File: src/rtl/enc_quad_filter_if.sv
// Quadrature front-end bundle: raw lines and strobes in, decoded state out.
// master drives a_in/b_in/preload/preload_val/err_clr; slave returns
// a_filt/b_filt/dir/tick/pos/err/err_cnt.
interface enc_quad_filter_if #(
   parameter int POS_W = 24
);
   logic             a_in;
   logic             b_in;
   logic             preload;
   logic [POS_W-1:0] preload_val;
   logic             err_clr;
   logic             a_filt;
   logic             b_filt;
   logic             dir;
   logic             tick;
   logic [POS_W-1:0] pos;
   logic             err;
   logic [7:0]       err_cnt;

   modport master (
      output a_in, b_in, preload, preload_val, err_clr,
      input  a_filt, b_filt, dir, tick, pos, err, err_cnt
   );

   modport slave (
      input  a_in, b_in, preload, preload_val, err_clr,
      output a_filt, b_filt, dir, tick, pos, err, err_cnt
   );
endinterface

File: src/rtl/enc_quad_filter.sv
// Encoder channel front end: 2-flop sync, per-line glitch filter, quadrature
// decoder. Ports: clk, reset (sync, active high), bus (enc_quad_filter_if.slave).
module enc_quad_filter #(
   parameter int FILT_LEN = 4,
   parameter int POS_W    = 24
) (
   input logic         clk,
   input logic         reset,
   enc_quad_filter_if.slave bus
);

   typedef enum logic [1:0] {
      INIT0,
      INIT1,
      RUN
   } state_t;

   localparam logic [3:0] FC_MAX = 4'(FILT_LEN - 1);

   // Bit 1 carries line A, bit 0 carries line B.
   state_t          state_q, state_d;
   logic [1:0]      sync1_q, sync1_d;
   logic [1:0]      sync2_q, sync2_d;
   logic [1:0]      filt_q, filt_d;
   logic [1:0]      prev_q, prev_d;
   logic [1:0][3:0] fc_q, fc_d;
   logic            dir_q, dir_d;
   logic            tick_q, tick_d;
   logic [POS_W-1:0] pos_q, pos_d;
   logic            err_q, err_d;
   logic [7:0]      err_cnt_q, err_cnt_d;

   logic [1:0]      chg;
   logic            up;

   assign chg = filt_q ^ prev_q;
   // Moving up, a change on A lands on A!=B and a change on B lands on A==B.
   assign up  = chg[1] ? (filt_q[1] ^ filt_q[0]) : ~(filt_q[1] ^ filt_q[0]);

   always_comb begin
      state_d   = state_q;
      sync1_d   = {bus.a_in, bus.b_in};
      sync2_d   = sync1_q;
      filt_d    = filt_q;
      prev_d    = prev_q;
      fc_d      = fc_q;
      dir_d     = dir_q;
      tick_d    = 1'b0;
      pos_d     = bus.preload ? bus.preload_val : pos_q;
      err_d     = err_q;
      err_cnt_d = err_cnt_q;

      if (bus.err_clr) begin
         err_d     = 1'b0;
         err_cnt_d = 8'd0;
      end

      unique case (state_q)
         INIT0: state_d = INIT1;
         INIT1: begin
            state_d = RUN;
            // sync2 still holds its reset value here; seed from the level
            // it is about to take so RUN starts with no pending change.
            filt_d  = sync1_q;
            prev_d  = sync1_q;
         end
         default: begin
            prev_d = filt_q;
            for (int i = 0; i < 2; i++) begin
               if (sync2_q[i] == filt_q[i]) begin
                  fc_d[i] = 4'd0;
               end else if (fc_q[i] == FC_MAX) begin
                  filt_d[i] = sync2_q[i];
                  fc_d[i]   = 4'd0;
               end else begin
                  fc_d[i] = fc_q[i] + 4'd1;
               end
            end
            unique case (chg)
               2'b00: ;
               2'b11: begin
                  err_d = 1'b1;
                  if (bus.err_clr) begin
                     err_cnt_d = 8'd1;
                  end else if (err_cnt_q != 8'hFF) begin
                     err_cnt_d = err_cnt_q + 8'd1;
                  end
               end
               default: begin
                  tick_d = 1'b1;
                  dir_d  = up;
                  if (!bus.preload) begin
                     pos_d = up ? pos_q + POS_W'(1) : pos_q - POS_W'(1);
                  end
               end
            endcase
         end
      endcase
   end

   always_ff @(posedge clk) begin
      if (reset) begin
         state_q   <= INIT0;
         sync1_q   <= '0;
         sync2_q   <= '0;
         filt_q    <= '0;
         prev_q    <= '0;
         fc_q      <= '0;
         dir_q     <= 1'b0;
         tick_q    <= 1'b0;
         pos_q     <= '0;
         err_q     <= 1'b0;
         err_cnt_q <= 8'd0;
      end else begin
         state_q   <= state_d;
         sync1_q   <= sync1_d;
         sync2_q   <= sync2_d;
         filt_q    <= filt_d;
         prev_q    <= prev_d;
         fc_q      <= fc_d;
         dir_q     <= dir_d;
         tick_q    <= tick_d;
         pos_q     <= pos_d;
         err_q     <= err_d;
         err_cnt_q <= err_cnt_d;
      end
   end

   assign bus.a_filt  = filt_q[1];
   assign bus.b_filt  = filt_q[0];
   assign bus.dir     = dir_q;
   assign bus.tick    = tick_q;
   assign bus.pos     = pos_q;
   assign bus.err     = err_q;
   assign bus.err_cnt = err_cnt_q;

endmodule

File: src/flat_wrapper.sv
// flat-port wrapper written by rule: the top's interface ports become plain ports
module enc_quad_filter_flat 
#(
   parameter int FILT_LEN = 4,
   parameter int POS_W    = 24
)
  (clk, reset, bus_a_in, bus_b_in, bus_preload, bus_preload_val, bus_err_clr, bus_a_filt, bus_b_filt, bus_dir, bus_tick, bus_pos, bus_err, bus_err_cnt);
  enc_quad_filter_if #(.POS_W(POS_W)) bus_i ();
  input logic clk;
  input logic reset;
  input wire logic [$bits(bus_i.a_in)-1:0] bus_a_in;
  input wire logic [$bits(bus_i.b_in)-1:0] bus_b_in;
  input wire logic [$bits(bus_i.preload)-1:0] bus_preload;
  input wire logic [$bits(bus_i.preload_val)-1:0] bus_preload_val;
  input wire logic [$bits(bus_i.err_clr)-1:0] bus_err_clr;
  output wire logic [$bits(bus_i.a_filt)-1:0] bus_a_filt;
  output wire logic [$bits(bus_i.b_filt)-1:0] bus_b_filt;
  output wire logic [$bits(bus_i.dir)-1:0] bus_dir;
  output wire logic [$bits(bus_i.tick)-1:0] bus_tick;
  output wire logic [$bits(bus_i.pos)-1:0] bus_pos;
  output wire logic [$bits(bus_i.err)-1:0] bus_err;
  output wire logic [$bits(bus_i.err_cnt)-1:0] bus_err_cnt;
  assign bus_i.a_in = bus_a_in;
  assign bus_i.b_in = bus_b_in;
  assign bus_i.preload = bus_preload;
  assign bus_i.preload_val = bus_preload_val;
  assign bus_i.err_clr = bus_err_clr;
  assign bus_a_filt = bus_i.a_filt;
  assign bus_b_filt = bus_i.b_filt;
  assign bus_dir = bus_i.dir;
  assign bus_tick = bus_i.tick;
  assign bus_pos = bus_i.pos;
  assign bus_err = bus_i.err;
  assign bus_err_cnt = bus_i.err_cnt;
  enc_quad_filter #(.FILT_LEN(FILT_LEN), .POS_W(POS_W)) u_core (.clk(clk), .reset(reset), .bus(bus_i));
endmodule
File: config.mk
export PLATFORM = sky130hd
export DESIGN_NAME = enc_quad_filter_flat
export DESIGN_NICKNAME = d
export VERILOG_FILES = /design/src/rtl/enc_quad_filter_if.sv /design/src/rtl/enc_quad_filter.sv /design/src/flat_wrapper.sv
export SDC_FILE = /design/constraint.sdc
export NUM_CORES = 1
export LEC_CHECK = 0
export BUFFER_PORTS_ARGS = -buffer_cell sky130_fd_sc_hd__buf_2
export CAP_MARGIN = 10
export CORE_ASPECT_RATIO = 0.8
export CORE_MARGIN = 2
export CORE_UTILIZATION = 51
export DETAILED_ROUTE_END_ITERATION = 6
export MAX_ROUTING_LAYER = met4
export PLACE_DENSITY = 0.77
export SLEW_MARGIN = 15
export SYNTH_ARGS = -nofsm -noshare
export SYNTH_HDL_FRONTEND = slang
export SYNTH_SLANG_ARGS = --single-unit
File: constraint.sdc
create_clock -name clk -period 3.3 [get_ports clk]
set_input_delay 0.495 -clock clk [delete_from_list [all_inputs] [get_ports clk]]
set_output_delay 0.495 -clock clk [all_outputs]
set_load 0.02 [all_outputs]
* Word-level counts from Yosys, hierarchy flattened
Cells that the tools add are included.
Storage, ports and cells: word-level logic and storage cells 70, register bits after elaboration 53, input bits 30
Operators by class: equal/unequal tests 9, add/subtract/negate cells 5, muxes and demuxes 26, bitwise logic cells 6, reductions and logical operators 11
Operators with widths (count):
- 24-bit 2-to-1 mux | 5
- 8-bit 2-to-1 mux | 5
- 24-bit by 1-bit adder with 24-bit output, second input constant | 1
- 24-bit by 1-bit subtractor with 24-bit output, second input constant | 1
- 4-bit 2-to-1 mux | 4
- 2-bit one-hot mux with 2 select lines | 3
- 1-bit 2-to-1 mux | 9
- 4-bit by 1-bit adder with 4-bit output, second input constant | 2
- 8-bit by 1-bit adder with 8-bit output, second input constant | 1
- 4-bit by 2-bit equality test with 1-bit output, second input constant | 2
- 8-bit != test, second input constant | 1
- 3-bit AND reduction | 2
- 2-bit nonzero test | 3
- 2-bit zero test | 2
- 2-bit != test, second input constant | 2
- 1-bit NOT | 4
- 2-bit OR reduction | 2
- 3-bit OR reduction | 1
- 1-bit equality test | 2
- 2-bit by 1-bit equality test with 1-bit output, second input constant | 1
- 2-bit equality test, second input constant | 1
- 2-bit AND reduction | 1
- 2-bit bitwise XOR | 1
- 1-bit bitwise XOR | 1

* Logic depth before layout (Yosys ltp)
word-level depth 7, depth in mapped cells 12, depth with buffers taken out 9

* Worst setup path before layout
OpenSTA, ideal clock, no wires.
kind register -> register, start register u_core.filt_q[0], end register u_core.pos_q[20] (netlist: u_core.bus.pos[20]), setup slack -0.047 ns, setup time 0.122 ns, arrival 3.225 ns, stages on the path, launching flop included 13, cell sequence dfxtp_1 buf_2 xnor2_2 buf_2 buf_2 xnor2_1 ha_1 or4_1 o41ai_1 a222oi_1 mux2i_1 nor4b_1 a311o_1
Between the ends: longest elaborated chain between the ends 7
Ends and longest elaborated chain:
- start: declaration | RTL line enc_quad_filter.sv:24 | logic [1:0] filt_q, filt_d;
- start signal: assignment | RTL line enc_quad_filter.sv:118 | filt_q <= filt_d;
- 1-bit bitwise XOR | RTL line enc_quad_filter.sv:38 | assign up = chg[1] ? (filt_q[1] ^ filt_q[0]) : ~(filt_q[1] ^ filt_q[0]);
- 1-bit NOT | RTL line enc_quad_filter.sv:38
- 1-bit 2-to-1 mux | RTL line enc_quad_filter.sv:38
- 24-bit 2-to-1 mux | RTL line enc_quad_filter.sv:93 | pos_d = up ? pos_q + POS_W'(1) : pos_q - POS_W'(1);
- 24-bit 2-to-1 mux | RTL line enc_quad_filter.sv:92 | if (!bus.preload) begin
- 24-bit 2-to-1 mux (*) | RTL line enc_quad_filter.sv:79 | unique case (chg)
- 24-bit 2-to-1 mux (*) | RTL line enc_quad_filter.sv:58 | unique case (state_q)
- end signal: assignment | RTL line enc_quad_filter.sv:123 | pos_q <= pos_d;
- end: declaration | RTL line enc_quad_filter.sv:29 | logic [POS_W-1:0] pos_q, pos_d;
Every way passes the cells marked *; elsewhere a longest branch is shown, timed or not. A chain may end at the register's enable or synchronous reset.

* Worst setup path after layout
start register u_core.prev_q[1], end register u_core.pos_q[20] (netlist: u_core.bus.pos[20])
Between the ends: longest elaborated chain between the ends 6
Ends and longest elaborated chain:
- start: declaration | RTL line enc_quad_filter.sv:25 | logic [1:0] prev_q, prev_d;
- start signal: assignment | RTL line enc_quad_filter.sv:119 | prev_q <= prev_d;
- 2-bit bitwise XOR (*) | RTL line enc_quad_filter.sv:36 | assign chg = filt_q ^ prev_q;
- 1-bit 2-to-1 mux | RTL line enc_quad_filter.sv:38
- 24-bit 2-to-1 mux | RTL line enc_quad_filter.sv:93
- 24-bit 2-to-1 mux | RTL line enc_quad_filter.sv:92
- 24-bit 2-to-1 mux (*) | RTL line enc_quad_filter.sv:79
- 24-bit 2-to-1 mux (*) | RTL line enc_quad_filter.sv:58
Marks and branches as above.

==> metrics.txt <==
CP Capture Type flip-flop; Synth Instances 464; run status finished clean; Die Y-Extent 78.5 um; post-detailed-routing wire length 9740 um; clock latency on the worst-skew pair 0.32 ns; VDD IR max 0.294 mV; GP Congestion 0.928; overflow left after global routing 0; post-synthesis register bit count 53; Net Count, Synth 499; worst hold path depth 2; worst hold-check path type in -> reg; worst hold start bus_err_clr; Synth Area per Inst 7.62 um^2; post-CTS resize count 0; type of the worst setup path reg -> reg; number of vias in the routed layout 3642; drt drc 0; top cell type by total area after synthesis sky130_fd_sc_hd__dfxtp_1; Routed WL per cell 16.3 um; Setup-failing EPs final 0; most numerous cell in the Yosys netlist sky130_fd_sc_hd__dfxtp_1; leading cell types by total area after synthesis sky130_fd_sc_hd__dfxtp_1 (30%), sky130_fd_sc_hd__nor2_1 (5.4%), sky130_fd_sc_hd__mux2i_1 (5.4%), sky130_fd_sc_hd__a21oi_1 (5.0%), sky130_fd_sc_hd__nand2_1 (4.5%); final slew viol count 0; ANT cells 0; site row count 27; Leakage Power 0.00155 uW; Setup TNS Final 0 ns; placeable core region 6790 um^2; maximum number of pins on one net before global-route repair 45; reg2reg path depth 9; top-area cell type share of the netlist area 0.300; Fin Clk Skew 0.00694 ns; CTS tree built; CP Launch Type flip-flop; cells traversed along the worst timing path xnor2_4 -> xnor2_1 -> ha_1 -> or4_1 -> o41ai_1 -> a222oi_1 -> mux2i_1 -> nor4b_1 -> a311o_1; count of filler cells inserted in the layout 649; count of port buffers added during placement 66; total of warnings raised by yosys 0; via count of the first global-routing pass 3362; cell count after placement 588; dominant delay contributor by cell family on the critical path compound AO/OA/AOI/OAI gates; NumNets Final 543; RR Startpoint u_core.prev_q[1]; power density over the cells 403 nW/um^2; synthesis-to-layout area growth 13.2%; Initial Utilization 0.521; total iterations of the first detailed-routing run 5; top routing layer in use met4; die extent in x 97.1 um; setup slack on the worst flop-to-flop path 0.34 ns; min Tclk post-route 2.96 ns; largest fanout on the critical path 7; number of synthesized flops with an enable pin 0; clock sink count 53; RSZ-0062 raised after global routing false; buffers plus inverters on the worst setup path 0; CP max stage cell sky130_fd_sc_hd__dfxtp_1; Die Outline Area 7620 um^2; CTS clock-pin slew for the worst setup and hold paths 0.11 ns; initial antenna violation count 0; Met3 Routed Length 797 um; worst min-delay path endpoint u_core.bus.err_cnt[0]; async set-or-reset flop fraction in the synthesized netlist 0; number of library cell types mapped by synthesis 60; worst-case headroom to the max-slew limit 0.536; dominant synthesized flop cell sky130_fd_sc_hd__dfxtp_1; most frequent cells after synthesis sky130_fd_sc_hd__dfxtp_1 (53), sky130_fd_sc_hd__nor2_1 (51), sky130_fd_sc_hd__nand2_1 (42); max cap viols 0; TritonCTS Buffers 5; required time worst endpoint 3.52 ns; H-tree levels 2; global-route usage over all layers 0.266; Peak Freq 0.338 GHz; worst path arrival time 3.17 ns; Hold WS 0.367 ns; final hold violations 0; met1 wire length 4430 um; Post-Synthesis Cell Area 3530 um^2; Seq/Total Area, Yosys 0.300; wire length of the first global-routing pass 16200 um; number of hold-repair buffers added at the cts stage 0; Slew @ Worst Pin 0.689 ns; detailed router's first-iteration violation count 257; fraction of final layout cells with drive strength greater than 1 0.187; Reg-to-Reg End u_core.bus.pos[20]; clk buf depth 2; end-of-flow core utilization 0.589; Non-Filler Instances 596; post-route clock period utilization 0.896; post-DR vias/cell 6.11; detailed route wirelength on metal2 4360 um; Detailed Place HPWL 6870 um; Crit path largest cell delay 0.55 ns; Routed Antenna Nets 0; count of pins on the block boundary 67; setup repair bufs after CTS 0; buffer cell driving the clock tree root sky130_fd_sc_hd__clkbuf_8
where the power goes:
group	leakage (uW)	switching (uW)	total (uW)	internal (uW)
clock	0.0000506	249	408	159
combinational	0.00107	281	455	174
sequential	0.000434	70.7	747	676
total	0.00155	600	1610	1010
sequential cells by signal, summed over array words and instances (netlist names):
name                count
u_core.bus.dir          1
u_core.bus.err          1
u_core.bus.err_cnt      8
u_core.bus.pos         24
u_core.bus.tick         1
u_core.fc_q             8
u_core.filt_q           2
u_core.prev_q           2
u_core.state_q          2
u_core.sync1_q          2
u_core.sync2_q          2
per-layer routing:
metal / GRT usage / up-vias
li1: - / 1790
met1: 0.356 / 1676
met2: 0.414 / 158
met3: 0.0419 / 18
met4: 0.0887 / 0
met5: - / -
final cells by class:
class | count | area [um^2] | area share
inverter | 9 | 33.8 | 0.00845
clock inverter | 3 | 28.8 | 0.00719
multi-input combinational | 365 | 2310 | 0.577
timing repair buffer | 74 | 390 | 0.0976
tap | 87 | 109 | 0.0272
clock buffer | 5 | 68.8 | 0.0172
sequential | 53 | 1060 | 0.265
stage by stage:
| step | total power (uW) | setup slack [ns] | cell area, um^2 |
|---|---|---|---|
| after floorplan | 1080 | 0.0370 | 3550 |
| after global placement | 1200 | 0.519 | 3900 |
| after CTS | 1620 | 0.362 | 4000 |
| after global routing | 1710 | 0.232 | 4000 |
| final | 1610 | 0.344 | 4000 |
| after detailed placement | 1210 | 0.399 | 3900 |
worst max-delay path by stage:
| stage | cells past startpoint | from | slack (ns) | to |
|---|---|---|---|---|
| 6_report | 9 | u_core.prev_q[1] | 0.34 | u_core.bus.pos[20] |
| 5_1_grt | 9 | u_core.prev_q[1] | 0.23 | u_core.bus.pos[20] |
| 4_1_cts | 9 | u_core.prev_q[1] | 0.36 | u_core.bus.pos[20] |
| 3_5_place_dp | 9 | u_core.prev_q[1] | 0.40 | u_core.bus.pos[20] |
| 3_3_place_gp | 9 | u_core.prev_q[1] | 0.52 | u_core.bus.pos[20] |
| 2_1_floorplan | 12 | u_core.filt_q[0] | 0.04 | u_core.bus.pos[20] |
cells in the final DEF, fill, tap and decap left out, types with 12 or more instances in the layout:
master / instances
sky130_fd_sc_hd__buf_2: 66
sky130_fd_sc_hd__dfxtp_1: 53
sky130_fd_sc_hd__nor2_1: 51
sky130_fd_sc_hd__nand2_1: 42
sky130_fd_sc_hd__a21oi_1: 35
sky130_fd_sc_hd__nand3_1: 21
sky130_fd_sc_hd__mux2i_1: 19
sky130_fd_sc_hd__nor3_1: 16
sky130_fd_sc_hd__nand4_1: 15
sky130_fd_sc_hd__nor4_1: 15
sky130_fd_sc_hd__o21ai_0: 12
worst register-to-register path, delay by kind of cell (launching register included):
family          cells  cell delay, ns
xor+xnor            2            0.26
fa+ha+maj           1            0.26
simple gates        2            0.59
mux                 1            0.24
compound gates      3            0.96
flops               1            0.55
kinds of logic after synthesis:
kind of cell    share of synthesized area
fa+ha+maj                          0.0177
flops                               0.300
simple gates                        0.343
compound gates                      0.165
buf+inv                            0.0520
xor+xnor                           0.0591
mux                                0.0634
(Power assumes the default switching activity.)
